<file path="src/rtl/mem_port_arbiter_pkg.sv">
// Shared definitions for the fetch/data memory port arbiter: FSM state encoding
// and the data word returned when a memory transaction is abandoned.
package mem_port_arbiter_pkg;

    typedef enum logic [2:0] {
        IDLE   = 3'd0,
        WAIT_I = 3'd1,
        WAIT_D = 3'd2,
        RESP_I = 3'd3,
        RESP_D = 3'd4
    } arbState_t;

    localparam logic [31:0] ERR_DATA = 32'hDEADBEEF;

endpackage

</file>
<file path="src/rtl/mem_port_arbiter_timeout_ctr.sv">
// Counts memory wait cycles; expired marks the last cycle the arbiter will
// wait for m_ack before abandoning the transaction.
module arb_timeout_ctr #(
    parameter int TIMEOUT = 16
) (
    input  logic clk,
    input  logic reset,
    input  logic clear,
    input  logic enable,
    output logic expired
);

    localparam int CW = (TIMEOUT > 1) ? $clog2(TIMEOUT) : 1;

    logic [CW-1:0] cnt;

    always_ff @(posedge clk or negedge reset) begin
        if (!reset) begin
            cnt <= '0;
        end else if (clear) begin
            cnt <= '0;
        end else if (enable) begin
            cnt <= cnt + CW'(1);
        end
    end

    assign expired = (cnt == CW'(TIMEOUT - 1));

endmodule

</file>
<file path="src/rtl/mem_port_arbiter.sv">
// Shares one single-ported, variable-latency memory between the fetch and data
// ports; data wins collisions until MAX_D_BURST grants starve a pending fetch.
module mem_port_arbiter
    import mem_port_arbiter_pkg::*;
#(
    parameter int AW          = 32,
    parameter int DW          = 32,
    parameter int TIMEOUT     = 16,
    parameter int MAX_D_BURST = 4
) (
    input  logic          clk,
    input  logic          reset,
    input  logic          if_req,
    input  logic [AW-1:0] if_addr,
    output logic [DW-1:0] if_rdata,
    output logic          if_ready,
    input  logic          d_req,
    input  logic          d_we,
    input  logic [AW-1:0] d_addr,
    input  logic [DW-1:0] d_wdata,
    output logic [DW-1:0] d_rdata,
    output logic          d_ready,
    output logic          m_req,
    output logic          m_we,
    output logic [AW-1:0] m_addr,
    output logic [DW-1:0] m_wdata,
    input  logic [DW-1:0] m_rdata,
    input  logic          m_ack,
    output logic          freeze,
    output logic          err
);

    localparam int BW = $clog2(MAX_D_BURST + 1);

    arbState_t     stateQ, stateD;
    logic [BW-1:0] burstCnt;
    logic          isIdle, inWait, grantD, grantI, ackDone, tmoDone, tmoExpired;

    arb_timeout_ctr #(.TIMEOUT(TIMEOUT)) uTimeout (
        .clk     (clk),
        .reset   (reset),
        .clear   (grantD | grantI),
        .enable  (inWait & ~m_ack),
        .expired (tmoExpired)
    );

    always_ff @(posedge clk or negedge reset) begin
        if (!reset) begin
            stateQ <= IDLE;
        end else begin
            stateQ <= stateD;
        end
    end

    always_comb begin
        stateD = stateQ;
        case (stateQ)
            IDLE: begin
                if (grantD)      stateD = WAIT_D;
                else if (grantI) stateD = WAIT_I;
            end
            WAIT_I:  if (m_ack || tmoExpired) stateD = RESP_I;
            WAIT_D:  if (m_ack || tmoExpired) stateD = RESP_D;
            RESP_I:  stateD = IDLE;
            RESP_D:  stateD = IDLE;
            default: stateD = IDLE;
        endcase
    end

    // A pending fetch overrides data only once the burst allowance is used up.
    always_comb begin
        isIdle  = (stateQ == IDLE);
        inWait  = (stateQ == WAIT_I) || (stateQ == WAIT_D);
        grantD  = isIdle && d_req && !(if_req && (burstCnt == BW'(MAX_D_BURST)));
        grantI  = isIdle && if_req && !grantD;
        ackDone = inWait && m_ack;
        tmoDone = inWait && !m_ack && tmoExpired;
    end

    always_ff @(posedge clk or negedge reset) begin
        if (!reset) begin
            m_req    <= 1'b0;
            m_we     <= 1'b0;
            m_addr   <= '0;
            m_wdata  <= '0;
            if_rdata <= '0;
            if_ready <= 1'b0;
            d_rdata  <= '0;
            d_ready  <= 1'b0;
            err      <= 1'b0;
            burstCnt <= '0;
        end else begin
            if_ready <= 1'b0;
            d_ready  <= 1'b0;

            if (grantD) begin
                m_req   <= 1'b1;
                m_addr  <= d_addr;
                m_we    <= d_we;
                m_wdata <= d_wdata;
            end else if (grantI) begin
                m_req  <= 1'b1;
                m_addr <= if_addr;
                m_we   <= 1'b0;
            end

            if (ackDone) begin
                m_req <= 1'b0;
                m_we  <= 1'b0;
                if (stateQ == WAIT_I) begin
                    if_rdata <= m_rdata;
                    if_ready <= 1'b1;
                end else begin
                    if (!m_we) d_rdata <= m_rdata;
                    d_ready <= 1'b1;
                end
            end else if (tmoDone) begin
                m_req <= 1'b0;
                err   <= 1'b1;
                if (stateQ == WAIT_I) begin
                    if_rdata <= DW'(ERR_DATA);
                    if_ready <= 1'b1;
                end else begin
                    d_rdata <= DW'(ERR_DATA);
                    d_ready <= 1'b1;
                end
            end

            if (grantI || (isIdle && !if_req)) begin
                burstCnt <= '0;
            end else if (grantD && (burstCnt != BW'(MAX_D_BURST))) begin
                burstCnt <= burstCnt + BW'(1);
            end
        end
    end

    assign freeze = (if_req & ~if_ready) | (d_req & ~d_ready);

endmodule
</file>
<file path="config.mk">
export PLATFORM = sky130hd
export DESIGN_NAME = mem_port_arbiter
export DESIGN_NICKNAME = d
export VERILOG_FILES = /design/src/rtl/mem_port_arbiter_pkg.sv /design/src/rtl/mem_port_arbiter_timeout_ctr.sv /design/src/rtl/mem_port_arbiter.sv
export SDC_FILE = /design/constraint.sdc
export NUM_CORES = 1
export LEC_CHECK = 0
export ABC_AREA = 1
export ABC_CLOCK_PERIOD_IN_PS = 1400
export CELL_PAD_IN_SITES_DETAIL_PLACEMENT = 1
export CELL_PAD_IN_SITES_GLOBAL_PLACEMENT = 2
export CORE_AREA = 4 4 210 150
export CTS_BUF_LIST = sky130_fd_sc_hd__clkbuf_16
export CTS_CLUSTER_DIAMETER = 50
export DETAILED_ROUTE_END_ITERATION = 6
export DIE_AREA = 0 0 214 154
export PLACE_DENSITY = 0.83
export SYNTH_ARGS = -nofsm -noshare
export SYNTH_HDL_FRONTEND = slang
export SYNTH_HIERARCHICAL = 1
export SYNTH_SLANG_ARGS = --single-unit
</file>
<file path="constraint.sdc">
create_clock -name clk -period 1.4 [get_ports clk]
set_input_delay 0.14 -clock clk [delete_from_list [all_inputs] [get_ports clk]]
set_output_delay 0.14 -clock clk [all_outputs]
set_load 0.005 [all_outputs]
</file>
==> impl_metrics.toml <==
[detailed_routing]
dr.pass1.iters = 4
drc = 0
route.met3.wl_um = 1180
dr_wl_met2_um = 13300
totalWireLength_um = 27800
viasPerCell = 4.28
wl_met1_um = 12900
drtAntennaViolNets = 0
wl_per_cell_um = 18.8
drt_iter0_drc = 221
top_layer_used = "met4"
vias = 6341

[grt]
grt_pass1_wl_um = 41400
antenna_found_initial = 1
grt_overflow = 0
grt_usage_pct = 16.1
grt_max_degree = 54
grt_pass1_vias = 6858

[cts]
cts.sinks = 143
path_clk_slew_ns = 0.06
ctsHtreeMaxLevel = 4
cts-root-buf = "clkbuf_16"
cts_buffer_depth = 2
clk_latency_ns = 0.42
cts_made_buffers = 17
cts_tree = "yes"

[worst_setup_path]
worstPathRequired_ns = 1.70
cp_slowest_cell = "dfrtp_1"
startpoint_type = "flip-flop"
cp_cell_sequence = "ha_2 -> nand2_2 -> nor2_4 -> o21ai_4 -> nor2_4 -> clkinv_4 -> buf_12 -> nand2_1 -> nand2_1"
cp_max_fo = 16
path_class = "reg -> reg"
crit_path_end_kind = "flip-flop"
crit_arrival_ns = 1.88
cp_top_family = "simple AND/OR/NAND/NOR gates"
crit_path_max_incr_delay_ns = 0.36
crit_buf_inv = 2

[layout]
area.growth.synth_to_final_pct = 96.6
final_common_cell = "nand2_1"
fin_area_um2 = 12100
final_cell_mix = "nand2_1, dfrtp_1, dlygate4sd2_1"
stdcell_count = 1481
finish.utilization_pct = 40.7
nets = 1219
layout-drive-gt1-share_pct = 31.3

[synth]
synth_cell_types = 26
synth_area_um2 = 6130
mappedNetlistNets = 861
syn_inst = 724
synth_warnings = 6
yosysSeqAreaShare_pct = 58.3
syn_area_per_cell_um2 = 8.47
ys_seq_elements = 143

[timing]
setup_ws_ns = -0.181
setup_viol = 138
rsz0062_at_grt = "yes"
worst_slew_pin_slew_ns = 0.325
max_freq_mhz = 633
report.final.slew_viol_count = 0
period_share_pct = 113
hold_viol = 0
skew_ns = 0.00958
slew_headroom_pct = 78.4
fin_crit_ns = 1.58
fin_tns_setup_ns = -18.83

[pwr]
ir_drop_mv = 0.834
pwr_density_cell_nw_per_um2 = 2230
leakage_uw = 0.00577
power.total_uw = 27000

[run]
maxCapViolations = 0

[floorplanning]
initial_utilization_pct = 20.7
die_area_um2 = 33000
die_w_um = 214
rows = 53
coreArea_um2 = 29600
io_pins = 268
die_height_um = 154

[run_status]
status = "finished with violations"
violations = "setup timing"

[place]
dp_hpwl_um = 17200
dpl-instance-area_um2 = 9760
routabilityCongestion = 0.763
portBuffers = 267
placed_cells_incl_taps = 1393

[hold_path]
hold_class = "in -> async"
-- final cells by class --
cell class,instances,area (um2)
well taps,385,482
repair buffers,376,4100
fillers,3367,17600
inverters,31,165
multi-input cells,513,3140
clock inverters,15,176
flip-flops and latches,143,3580
clock buffers,17,425
diodes,1,2.50
-- worst register-to-register path, delay by kind of cell, from the launching register on --
family                     cells  cell delay, ns
and+or+nand+nor                5            0.50
buffers and inverters          2            0.31
adders and majority gates      1            0.20
AOI/OAI and AO/OA              1            0.09
DFF                            1            0.36
-- timing repair --
action	in CTS	in global routing
setup endpoints to repair	274	143
buffers inserted	23	16
cloned	13	6
hold endpoints to repair	143	0
hold buffers	1	0
gates resized for setup	337	181
pin swaps	21	70
-- flip-flops by register name (all words and copies together) (netlist names), 3 cells and up --
signal,cells
m_wdata,32
d_rdata,32
if_rdata,32
uTimeout/cnt,4
stateQ,3
burstCnt,3
m_addr,32
-- synth_stat cells --
cell	number	area [um2]
inv_2	3	11.3
nand3_2	1	10.0
nor2_1	48	180
nor2_4	3	33.8
nand2_2	1	6.26
o21ai_0	59	295
nand2_4	2	22.5
o21bai_1	1	7.51
o21ai_1	9	45.0
nand2_1	318	1190
a21oi_1	3	15.0
buf_4	3	22.5
xor2_1	1	8.76
o22ai_1	1	6.26
clkbuf_1	14	52.6
nand3b_1	24	180
buf_2	20	100
a31oi_2	1	12.5
nand3_1	33	165
o21ai_2	1	8.76
nor2_2	2	12.5
inv_1	28	105
ha_1	3	37.5
a211oi_1	1	7.51
a21oi_4	1	16.3
dfrtp_1	143	3580
-- power by group --
group / internal, uW / leakage (uW) / switching [uW] / total, uW
registers: 6130 / 0.00176 / 1440 / 7570
logic: 7570 / 0.00372 / 7010 / 14600
clock network: 2940 / 0.000290 / 1860 / 4800
-- through the flow --
stage / setup slack, ns / hold slack, ns
6_report: -0.181 / 0.0896
5_1_grt: -0.268 / 0.0791
4_1_cts: -0.165 / 0.0660
3_5_place_dp: -0.253 / -0.0386
3_3_place_gp: -0.205 / -0.0406
2_1_floorplan: -0.0290 / -0.156
-- final timing paths --
| check | from | endpoint | depth (start not counted) | slack [ns] |
|---|---|---|---|---|
| min in group clk | if_req | burstCnt[0] | 4 | 0.24 |
| min | reset | m_wdata[28] | 2 | 0.09 |
| min reg2reg | d_rdata[30] | d_rdata[30] | 2 | 0.47 |
| max in group asynchronous | reset | d_rdata[24] | 3 | 0.78 |
| max reg2reg | uTimeout/cnt[1] | if_rdata[13] | 9 | -0.18 |
| max | uTimeout/cnt[1] | if_rdata[13] | 9 | -0.18 |
-- metal layers --
metal / GRT usage (%) / up-vias
met3: 3.91 / 27
met4: 5.00 / 0
met2: 25.8 / 152
met5: 0 / -
li1: - / 3009
met1: 21.8 / 3153
-- logic make-up after synthesis --
kind of cell	Yosys count	synth area share, %
adder cells (fa/ha/maj)	3	0.612
flip-flops	143	58.3
AND/OR/NAND/NOR	432	29.4
AO/OA/AOI/OAI	77	6.75
buffers and inverters	68	4.75
XOR/XNOR	1	0.143
No activity file was read; power rests on OpenSTA's default activity.
